File: config.mk
export PLATFORM = sky130hd
export DESIGN_NAME = motor_dir_sequencer
export DESIGN_NICKNAME = d
export VERILOG_FILES = /design/src/rtl/motor_dir_sequencer_pkg.sv /design/src/rtl/motor_dir_sequencer_ramp_tick_gen.sv /design/src/rtl/motor_dir_sequencer.sv
export SDC_FILE = /design/constraint.sdc
export NUM_CORES = 1
export LEC_CHECK = 0
export CORE_MARGIN = 3
export CORE_UTILIZATION = 55
export DETAILED_ROUTE_END_ITERATION = 6
export GPL_ROUTABILITY_DRIVEN = 0
export PLACE_DENSITY = 0.79
export SLEW_MARGIN = 20
export SYNTH_ARGS = -nofsm -noshare
export SYNTH_HDL_FRONTEND = slang
export SYNTH_SLANG_ARGS = --single-unit
File: constraint.sdc
create_clock -name clock -period 6.32 [get_ports clock]
set_clock_uncertainty 0.15 [all_clocks]
set_input_delay 1.264 -clock clock [delete_from_list [all_inputs] [get_ports clock]]
set_output_delay 1.264 -clock clock [all_outputs]
set_load 0.1 [all_outputs]
File: src/rtl/motor_dir_sequencer_pkg.sv
// Shared definitions for the motor direction sequencer: direction codes,
// H-bridge pin patterns and FSM state encoding.
package motor_pkg;

  localparam logic [1:0] DIR_FWD   = 2'b00;
  localparam logic [1:0] DIR_REV   = 2'b11;
  localparam logic [1:0] DIR_LEFT  = 2'b10;
  localparam logic [1:0] DIR_RIGHT = 2'b01;

  localparam logic [3:0] TANK_OFF   = 4'b0000;
  localparam logic [3:0] TANK_FWD   = 4'b0110;
  localparam logic [3:0] TANK_REV   = 4'b1001;
  localparam logic [3:0] TANK_LEFT  = 4'b1010;
  localparam logic [3:0] TANK_RIGHT = 4'b0101;

  typedef enum logic [2:0] {
    ST_IDLE  = 3'd0,
    ST_RAMP  = 3'd1,
    ST_HOLD  = 3'd2,
    ST_BRAKE = 3'd3,
    ST_DEAD  = 3'd4
  } state_t;

  function automatic logic [3:0] dir_pattern(input logic [1:0] dir);
    case (dir)
      DIR_FWD:   return TANK_FWD;
      DIR_REV:   return TANK_REV;
      DIR_LEFT:  return TANK_LEFT;
      DIR_RIGHT: return TANK_RIGHT;
      default:   return TANK_OFF;
    endcase
  endfunction

endpackage

File: src/rtl/motor_dir_sequencer_ramp_tick_gen.sv
// Free-running ramp prescaler: counts 0..RAMP_DIV-1 and flags the wrap cycle.
// A clear restarts the count so the next tick lands RAMP_DIV clocks later.
module ramp_tick_gen
  import motor_pkg::*;
#(
  parameter int RAMP_DIV = 1000
) (
  input  logic clock,
  input  logic resetn,
  input  logic clear,
  output logic tick
);

  localparam int CNT_W = (RAMP_DIV > 1) ? $clog2(RAMP_DIV) : 1;
  localparam logic [CNT_W-1:0] CNT_LAST = CNT_W'(RAMP_DIV - 1);

  logic [CNT_W-1:0] cnt;

  always_ff @(posedge clock or negedge resetn) begin
    if (!resetn) begin
      cnt <= '0;
    end else if (clear || cnt == CNT_LAST) begin
      cnt <= '0;
    end else begin
      cnt <= cnt + 1'b1;
    end
  end

  assign tick = (cnt == CNT_LAST) && !clear;

endmodule

File: src/rtl/motor_dir_sequencer.sv
// Direction/speed command sequencer for the tank H-bridge: ramps the shared
// duty and forces every reversal through brake and a bridge-off dead time.
module motor_dir_sequencer
  import motor_pkg::*;
#(
  parameter int DUTY_W      = 6,
  parameter int RAMP_DIV    = 1000,
  parameter int DEAD_CYCLES = 50000
) (
  input  logic              clock,
  input  logic              resetn,
  input  logic              estop,
  input  logic              cmd_valid,
  output logic              cmd_ready,
  input  logic [1:0]        cmd_dir,
  input  logic [DUTY_W-1:0] cmd_speed,
  output logic [DUTY_W-1:0] duty,
  output logic [3:0]        tank_dir,
  output logic              busy
);

  localparam int DEAD_W = $clog2(DEAD_CYCLES + 1);
  localparam logic [DEAD_W-1:0] DEAD_LAST = DEAD_W'(DEAD_CYCLES - 1);

  // One LSB toward the target, clamped so the duty can never wrap.
  function automatic logic [DUTY_W-1:0] step_toward(input logic [DUTY_W-1:0] cur,
                                                    input logic [DUTY_W-1:0] tgt);
    if (cur < tgt && cur != '1) return cur + 1'b1;
    if (cur > tgt && cur != '0) return cur - 1'b1;
    return cur;
  endfunction

  state_t            state, state_d;
  logic [DUTY_W-1:0] duty_d, target, target_d, pend_speed, pend_speed_d;
  logic [3:0]        tank_d;
  logic [1:0]        cur_dir, cur_dir_d, pend_dir, pend_dir_d;
  logic [DEAD_W-1:0] dead_cnt, dead_cnt_d;
  logic              ready_d, busy_d, accept, tick;

  assign accept = cmd_valid && cmd_ready && !estop;

  ramp_tick_gen #(.RAMP_DIV(RAMP_DIV)) u_tick (
    .clock  (clock),
    .resetn (resetn),
    .clear  (accept),
    .tick   (tick)
  );

  always_comb begin
    state_d      = state;
    duty_d       = duty;
    tank_d       = tank_dir;
    cur_dir_d    = cur_dir;
    target_d     = target;
    pend_dir_d   = pend_dir;
    pend_speed_d = pend_speed;
    dead_cnt_d   = dead_cnt;
    if (estop) begin
      state_d      = ST_IDLE;
      duty_d       = '0;
      tank_d       = TANK_OFF;
      target_d     = '0;
      pend_speed_d = '0;
    end else begin
      case (state)
        ST_IDLE: begin
          if (accept && cmd_speed != '0) begin
            tank_d    = dir_pattern(cmd_dir);
            cur_dir_d = cmd_dir;
            target_d  = cmd_speed;
            state_d   = ST_RAMP;
          end
        end
        ST_RAMP, ST_HOLD: begin
          if (accept) begin
            if (cmd_dir == cur_dir) begin
              target_d = cmd_speed;
              state_d  = ST_RAMP;
            end else begin
              pend_dir_d   = cmd_dir;
              pend_speed_d = cmd_speed;
              target_d     = '0;
              state_d      = ST_BRAKE;
            end
          end else if (state == ST_RAMP) begin
            if (duty == target) begin
              if (target == '0) begin
                state_d = ST_IDLE;
                tank_d  = TANK_OFF;
              end else begin
                state_d = ST_HOLD;
              end
            end else if (tick) begin
              duty_d = step_toward(duty, target);
            end
          end
        end
        ST_BRAKE: begin
          if (duty == '0) begin
            tank_d     = TANK_OFF;
            dead_cnt_d = '0;
            state_d    = ST_DEAD;
          end else if (tick) begin
            duty_d = step_toward(duty, '0);
          end
        end
        ST_DEAD: begin
          if (dead_cnt == DEAD_LAST) begin
            cur_dir_d = pend_dir;
            target_d  = pend_speed;
            if (pend_speed != '0) begin
              tank_d  = dir_pattern(pend_dir);
              state_d = ST_RAMP;
            end else begin
              state_d = ST_IDLE;
            end
          end else begin
            dead_cnt_d = dead_cnt + 1'b1;
          end
        end
        default: state_d = ST_IDLE;
      endcase
    end
    ready_d = !estop && (state_d == ST_IDLE || state_d == ST_RAMP || state_d == ST_HOLD);
    busy_d  = (state_d == ST_RAMP || state_d == ST_BRAKE || state_d == ST_DEAD);
  end

  always_ff @(posedge clock or negedge resetn) begin
    if (!resetn) begin
      state     <= ST_IDLE;
      duty      <= '0;
      tank_dir  <= TANK_OFF;
      cmd_ready <= 1'b0;
      busy      <= 1'b0;
      cur_dir   <= DIR_FWD;
      target    <= '0;
      dead_cnt  <= '0;
    end else begin
      state     <= state_d;
      duty      <= duty_d;
      tank_dir  <= tank_d;
      cmd_ready <= ready_d;
      busy      <= busy_d;
      cur_dir   <= cur_dir_d;
      target    <= target_d;
      dead_cnt  <= dead_cnt_d;
    end
  end

  // Pending command is only meaningful in BRAKE/DEAD, so it carries no reset.
  always_ff @(posedge clock) begin
    pend_dir   <= pend_dir_d;
    pend_speed <= pend_speed_d;
  end

endmodule
## After elaboration in Yosys (flattened, before gate mapping)

Cells that the tools add are included.

- Bits of input ports: 12
- Word-level logic and storage cells: 175
- Output and inout bits: 12
- Register bits after elaboration: 57

- Bitwise gates (word level): 2
- Reductions and logical operators: 38
- Muxes and demuxes: 78
- $add $sub $neg: 4
- Order comparisons: 4
- Equal/unequal tests: 38

Operators with widths:

| kind | count |
|---|---|
| 6-bit two-way mux | 20 |
| 4-bit one-hot mux with 4 select lines | 3 |
| 3-bit inequality test, second input constant | 13 |
| 4-bit two-way mux | 9 |
| 16-bit two-way mux | 2 |
| 16-bit one-hot mux with 2 select lines | 1 |
| 1-bit two-way mux | 27 |
| 3-bit two-way mux | 7 |
| 6-bit one-hot mux with 3 select lines | 1 |
| 9-bit AND reduction | 2 |
| 6-bit nonzero test | 3 |
| 16-bit by 1-bit adder with 16-bit output, second input constant | 1 |
| 16-bit equality test, second input constant | 1 |
| 4-bit AND reduction | 4 |
| 3-bit by 2-bit equality test with 1-bit output, second input constant | 4 |
| 6-bit zero test | 2 |
| 3-bit one-hot mux with 4 select lines | 1 |
| 6-bit one-hot mux with 2 select lines | 1 |
| 10-bit by 1-bit adder with 10-bit output, second input constant | 1 |
| 10-bit equality test, second input constant | 1 |
| 10-bit two-way mux | 1 |
| 1-bit logical AND | 9 |
| 2-bit equality test, second input constant | 4 |
| 2-bit two-way mux | 4 |
| 26 further kinds | 42 |

## Depth between registers and ports, before layout

Gate-level depths: netlist of the first run.

- Depth after elaboration: 25
- Depth in mapped cells: 10
- Gate-level depth less buffers: 8

## By module

A second synthesis of the first run with hierarchy kept.

- Cell total of the unflattened synthesis: 371
- Area total of the unflattened synthesis: 3434.5 µm²

Modules (own cells, without submodules):

| module | cells an instance | area each (µm²) | instances | seq. area each (µm²) |
|---|---|---|---|---|
| motor_dir_sequencer | 319 | 2901.5 | 1 | 1156.1 |
| ramp_tick_gen | 52 | 533.0 | 1 | 250.2 |

## Worst setup path after synthesis of the first run

No wires, ideal clock.

- Path kind: register -> register
- Start point: register duty[0]
- End point: register duty[3]
- Stages on the path, launching flop included: 9
- Path buffers: 0
- Setup time: 125 ps
- Path slack: 3186 ps
- Required time: 6045 ps
- Data arrival time: 2859 ps
- Clock period less this slack: 3134 ps
- Path through: dfrtp_1 -> inv_1 -> ha_1 -> nand2_1 -> nor2_1 -> a211oi_2 -> or4b_1 -> a21oi_1 -> mux2_2

- Longest elaborated chain between the ends: 16
- Elaborated cells between the ends (all ways): 61
- Those cells by class: add/sub: 2; order compare: 4; eq/ne: 6; mux: 42; reduce/logical: 7

RTL lines:

| what | RTL line | text |
|---|---|---|
| from (decl) | motor_dir_sequencer.sv:17 | `output logic [DUTY_W-1:0] duty,` |
| from (signal assigned) | motor_dir_sequencer.sv:140 | `duty <= duty_d;` |
| 6-bit less-than comparator or 6-bit inequality test (tied branches) | motor_dir_sequencer.sv:28 | `if (cur < tgt && cur != '1) return cur + 1'b1;` |
| 1-bit logical AND | motor_dir_sequencer.sv:28 |  |
| 1-bit two-way mux | motor_dir_sequencer.sv:28 |  |
| 1-bit two-way mux | motor_dir_sequencer.sv:93 | `end else if (tick) begin` |
| 1-bit two-way mux | motor_dir_sequencer.sv:86 | `if (duty == target) begin` |
| 1-bit two-way mux | motor_dir_sequencer.sv:85 | `end else if (state == ST_RAMP) begin` |
| 1-bit two-way mux | motor_dir_sequencer.sv:75 | `if (accept) begin` |
| 1-bit two-way mux | motor_dir_sequencer.sv:65 | `case (state)` |
| 1-bit two-way mux | motor_dir_sequencer.sv:58 | `if (estop) begin` |
| 6-bit two-way mux | motor_dir_sequencer.sv:29 | `if (cur > tgt && cur != '0) return cur - 1'b1;` |
| 6-bit two-way mux | motor_dir_sequencer.sv:93 |  |
| 6-bit two-way mux | motor_dir_sequencer.sv:86 |  |
| 6-bit two-way mux | motor_dir_sequencer.sv:85 |  |
| 6-bit two-way mux | motor_dir_sequencer.sv:75 |  |
| 6-bit one-hot mux with 2 select lines | motor_dir_sequencer.sv:65 |  |
| 6-bit two-way mux | motor_dir_sequencer.sv:58 |  |

Several ways; a longest one is shown, not always the timed one. The select of a mux whose other input is x is not followed.
A chain may end at the register's enable or synchronous reset.

## Worst setup path after layout of the first run

- Start point: input port cmd_speed[5]
- End point: register target[5]

- Longest elaborated chain between the ends: 4
- Elaborated cells between the ends (all ways): 9
- Those cells by class: eq/ne: 1; mux: 5; reduce/logical: 3

RTL lines:

| what | RTL line | text |
|---|---|---|
| from (decl) | motor_dir_sequencer.sv:16 | `input logic [DUTY_W-1:0] cmd_speed,` |
| 6-bit nonzero test or 6-bit two-way mux (tied branches) | motor_dir_sequencer.sv:67, motor_dir_sequencer.sv:76 |  |
| 1-bit logical AND or 6-bit two-way mux (tied branches) | motor_dir_sequencer.sv:67, motor_dir_sequencer.sv:75 |  |
| 3-bit inequality test (no line) or 6-bit one-hot mux with 3 select lines (tied branches) | n/a |  |
| 4-bit AND reduction (no line) or 6-bit two-way mux (tied branches) | n/a |  |
| to (signal assigned) | motor_dir_sequencer.sv:145 | `target <= target_d;` |
| to (decl) | motor_dir_sequencer.sv:34 | `logic [DUTY_W-1:0] duty_d, target, target_d, pend_speed, pend_speed_d;` |

Several ways; a longest one is shown, not always the timed one. The select of a mux whose other input is x is not followed.

==> flow_summary.toml, run 1 <==
[detailed_routing]
vias = 2717
drtPass1Iterations = 5
wl_per_cell_um = 16.2
wl_um = 7230
vias_per_cell = 6.08
detail-route-antenna-nets = 0
drcViolationCount = 0
drt_iter0_markers = 257

[logic_synthesis]
synth_top_area_cell = "dfrtp_1"
synth_ff_type = "dfrtp_1"
synth_area_per_cell_sq_um = 9.30
syn_nets = 372
synthCells = 349
synth_top_area_share = 0.378
yosys.cell_types.count = 57
synth-async-reset-ratio = 0.860
syn_area_sq_um = 3250
synth_edf_count = 2
ys_seq_area_frac = 0.433
yosys-top-cells-area = "dfrtp_1 (38%), nor2_1 (5.2%), xor2_1 (4.3%), ha_1 (4.2%), dfxtp_1 (3.7%)"
ys_ff_latch = 57
synth_warnings = 0

[global_route]
grt_use_met2 = 0.342
overflow = 0
grt_max_degree = 50
top_usage_layer = "met2"
antenna_found_initial = 0
grt_usage = 0.223
grt_pass1_wl_um = 12600
grt_pass1_vias = 2754
grt_use_met1 = 0.307
grt.met3_usage = 0.0456

[pwr]
peakVddDrop_v = 0.000243
power_uw = 971
leakagePower_nw = 1.57
power.density_nw_per_um2 = 260

[cts]
ctsHoldBuffers = 0
cts_tree = "built"
cts_buffers = 9
cts_max_path_buffers = 2
clock_latency_ps = 340
htreeDepth = 3
cts.clk_slew.worst_paths_ps = 80
cts_root_buffer = "clkbuf_8"
cts_sinks = 57
post_cts_buffers = 0
cts_resized = 0

[floorplan]
die_width_um = 82.8
row_count = 27
start_util = 0.579
dieArea_sq_um = 6860
ios = 24
chipHeight_um = 82.8
design.core.area_sq_um = 5610

[place]
place_area_sq_um = 3500
pre_cts_ws_ps = 2160
dp_hpwl_um = 4940
port_buffers = 23

[layout]
syn_to_final_growth_pct = 15.0
num-fill-cells = 471
fin_nets = 393
layout-drive-gt1-share = 0.0907
n_antenna_cell = 0
final_area_sq_um = 3730

[timing]
fmax_ghz = 0.284
min_period_over_period = 0.558
setup_slack_ps = 2790
slew_violations = 0
slew_headroom = 0.348
setup_viol = 0
finalSetupTns_ps = 0
tightest_slew_ps = 975
hold_viol = 0
grt_setup_unrepaired = "false"
fin_crit_ps = 3530

[run]
cap_viol_max_count = 0

[setup_path]
start_kind = "input port"
worstRegToRegCells = 7
r2r_slack_ps = 3460
crit_type = "in -> reg"
critPathRequiredTime_ps = 6410
critPathCaptureType = "flop"
crit_path_max_fanout = 11
cp-startpoint = "cmd_speed[5]"
r2r-end = "duty[5]$_DFFE_PN0P_"
crit-reg2reg-launch = "duty[5]$_DFFE_PN0P_"
crit_arrival_ps = 3620

[min_path]
hp-class = "reg -> reg"
holdPathEnd = "u_tick.cnt[0]$_DFF_PN0_"
min-delay-start = "u_tick.cnt[0]$_DFF_PN0_"
whs_path_depth = 1

[outcome]
status = "complete, no violations"
through the flow:
stage / hold WS (ps) / cells / utilization
2_1_floorplan: 283 / 349 / -
3_3_place_gp: 298 / 431 / 0.625
3_5_place_dp: 312 / 431 / 0.625
4_1_cts: 320 / 447 / 0.664
5_1_grt: 359 / 447 / 0.666
6_report: 315 / 447 / 0.666
layout make-up:
cell class	count	area (sq um)	share of cell area
repair buffers	24	235	0.0630
multi-input cells	264	1730	0.463
clock buffers	11	141	0.0379
inverters	14	53.8	0.0144
clock inverters	5	78.8	0.0211
well taps	72	90.1	0.0241
flip-flops and latches	57	1410	0.377
layout by cell type (no fill, tap or decap), drive strengths merged, types with 11 or more instances in the layout:
master	n
a21oi	12
clkbuf	11
clkdlybuf4s50	22
dfrtp	49
ha	11
inv	13
nand2	23
nand3	15
nor2	45
o21ai	15
xor2	16
worst max-delay path, cell delays in order:
cell             delay (ps)
clkdlybuf4s50_1         460
nor4_1                  550
a21boi_0                280
o31ai_2                 660
a221oi_1                120
a211oi_1                280
registers in the layout, indices dropped and copies added, names as in the netlist:
register	cells
duty	6
busy	1
state	3
cmd_ready	1
tank_dir	4
target	6
dead_cnt	16
pend_speed	6
pend_dir	2
u_tick.cnt	10
cur_dir	2
cell families (layout without fill, tap and decap cells):
group,after synthesis,in the layout,share of synthesized area
AOI/OAI and AO/OA,64,64,0.134
xor gates and xnor gates,25,25,0.0675
adders and majority gates,12,12,0.0455
buffers and inverters,28,54,0.0362
DFF,57,57,0.433
muxes,12,12,0.0405
and+or+nand+nor,151,151,0.243
Yosys cell counts, types with 6 or more instances:
cell type  number
dfrtp_1        49
nor2_1         45
nand2_1        22
xor2_1         16
nand3_1        15
o21ai_0        14
inv_1          13
a21oi_1        12
ha_1           11
nand4_1        10
nor3_1         10
mux2_2          9
nand2b_1        9
xnor2_1         9
clkbuf_1        8
a211oi_1        7
nor2b_1         7
dfxtp_1         6
report_power, final:
part / switching, mW / internal, mW
clock: 0.148 / 0.232
combinational: 0.100 / 0.0671
sequential: 0.0271 / 0.396
total: 0.275 / 0.696
worst max-delay path by stage:
stage	end	cells past startpoint
floorplan	duty[3]$_DFFE_PN0P_	8
global placement	target[0]$_DFFE_PN0P_	7
detailed placement	target[5]$_DFFE_PN0P_	7
CTS	target[5]$_DFFE_PN0P_	6
global route	target[2]$_DFFE_PN0P_	6
finish	target[5]$_DFFE_PN0P_	6
routing by layer:
layer	part of all wire	vias to the layer above
li1	-	1298
met1	0.48	1325
met2	0.45	85
met3	0.050	9
met4	0.012	0
met5	0	-
No activity file was read; power rests on OpenSTA's default activity.
==> run 2, diff against run 1 <==
--- a/config.mk
+++ b/config.mk
@@ -6,7 +6,7 @@
 export NUM_CORES = 1
 export LEC_CHECK = 0
 export CORE_MARGIN = 3
-export CORE_UTILIZATION = 55
+export CORE_UTILIZATION = 53
 export DETAILED_ROUTE_END_ITERATION = 6
 export GPL_ROUTABILITY_DRIVEN = 0
 export PLACE_DENSITY = 0.79
==> constraint.sdc (replaced) <==
create_clock -name clock -period 3.2 [get_ports clock]
set_clock_uncertainty 0.15 [all_clocks]
set_input_delay 0.64 -clock clock [delete_from_list [all_inputs] [get_ports clock]]
set_output_delay 0.64 -clock clock [all_outputs]
set_load 0.1 [all_outputs]
==> run 2 against run 1 <==
  * Wire length fell by 1.2%
  * Non-clock buffer count is 4 higher
  * Total power rose by 86%
  * Global-route usage shrank 0.86 points
  * Register-to-register slack got worse by 3000 ps
  * Via count is 1.2% lower
  * Cell count up 0.89%
==> flow_summary.toml, run 2 (synthesized netlist as in run 1, its figures left out) <==
[floorplan]
ios = 24
design.core.area_sq_um = 5710
row_count = 27
dieArea_sq_um = 7100
die_width_um = 84.3
chipHeight_um = 84.3
start_util = 0.568

[setup_path]
crit-reg2reg-launch = "duty[3]$_DFFE_PN0P_"
worstRegToRegCells = 7
crit_type = "reg -> reg"
r2r-end = "duty[5]$_DFFE_PN0P_"
crit_arrival_ps = 2820
r2r_slack_ps = 450
critPathRequiredTime_ps = 3270
start_kind = "flop"
critPathCaptureType = "flop"
crit_path_max_fanout = 8

[timing]
tightest_slew_ps = 904
hold_viol = 0
setup_viol = 0
min_period_over_period = 0.860
finalSetupTns_ps = 0
grt_setup_unrepaired = "false"
slew_headroom = 0.395
slew_violations = 0
fmax_ghz = 0.364
fin_crit_ps = 2750
setup_slack_ps = 449

[global_route]
grt_pass1_wl_um = 12200
overflow = 0
antenna_found_initial = 0
grt_usage = 0.214
grt_pass1_vias = 2602
grt_max_degree = 32

[place]
pre_cts_ws_ps = 290
dp_hpwl_um = 5140
port_buffers = 23
placedCellCount = 435

[pwr]
leakagePower_nw = 1.60
peakVddDrop_v = 0.000349
power_mw = 1.81
power.density_nw_per_um2 = 490

[layout]
syn_to_final_growth_pct = 13.9
instances_no_fill = 451
n_antenna_cell = 0
top_regs = "dead_cnt: 16 flops, u_tick.cnt: 10 flops"
fin_nets = 397
num-fill-cells = 484
top_register = "dead_cnt"
final_cell_mix = "dfrtp_1 (49), nor2_1 (45), nand2_1 (22)"
largest_register_ff_count = 16
layout-drive-gt1-share = 0.129
final_common_cell = "dfrtp_1"

[cts]
cts_root_buffer = "clkbuf_8"
cts_resized = 0
ctsHoldBuffers = 0
post_cts_buffers = 0
cts_sinks = 57
cts_tree = "built"
htreeDepth = 3
cts.clk_slew.worst_paths_ps = 70
cts_max_path_buffers = 2
cts_buffers = 9
clock_latency_ps = 330

[detailed_routing]
wl_per_cell_um = 15.8
drcViolationCount = 0
drt_iter0_markers = 187
drtPass1Iterations = 5
vias_per_cell = 5.95
vias = 2684
detail-route-antenna-nets = 0
wl_um = 7150

[run]
cap_viol_max_count = 0

[min_path]
hp-class = "in -> async"

[outcome]
status = "complete, no violations"
==> run 2: worst max-delay path by stage <==
| stage | to | from | cells past startpoint |
|---|---|---|---|
| final | duty[5]$_DFFE_PN0P_ | duty[3]$_DFFE_PN0P_ | 7 |
| after global routing | duty[5]$_DFFE_PN0P_ | duty[3]$_DFFE_PN0P_ | 7 |
| after CTS | duty[5]$_DFFE_PN0P_ | duty[3]$_DFFE_PN0P_ | 7 |
| after detailed placement | cur_dir[1]$_DFFE_PN0P_ | cmd_speed[5] | 6 |
| after global placement | cur_dir[1]$_DFFE_PN0P_ | cmd_speed[5] | 6 |
| after floorplan | duty[3]$_DFFE_PN0P_ | duty[0]$_DFFE_PN0P_ | 8 |
==> run 2: layout make-up <==
cell class,instances,area (sq um),area share
Tap cell,72,90.1,0.0244
Timing Repair Buffer,28,233,0.0629
Clock inverter,2,10.0,0.00271
Sequential cell,57,1410,0.380
Multi-Input combinational cell,264,1720,0.466
Clock buffer,14,183,0.0494
Inverter,14,53.8,0.0146
==> run 2: through the flow <==
stage / area, sq um / hold WS [ps] / util
3_5_place_dp: 3500 / 329 / 0.614
5_1_grt: 3700 / 140 / 0.648
3_3_place_gp: 3500 / 301 / 0.614
6_report: 3700 / 111 / 0.648
2_1_floorplan: 3250 / 194 / -
4_1_cts: 3700 / 121 / 0.648
==> run 2: power by group <==
part | leakage [nW] | switching (mW) | internal (mW)
logic | 0.768 | 0.195 | 0.133
clock network | 0.102 | 0.280 | 0.363
registers | 0.728 | 0.0555 | 0.783
==> run 2: critical path, stage by stage, from the launching register on <==
cell	delay (ps)
dfrtp_1	460
ha_1	340
nand4_1	180
nor2_1	300
a211oi_2	140
or4_1	540
a21oi_1	160
mux2_2	350
==> run 2: metal layers <==
metal	wire length, um	up-vias	GRT usage
met2	3240	84	0.334
met1	3360	1284	0.291
li1	-	1303	-
met4	148	0	0.0965
met5	0	-	0
met3	403	13	0.0393
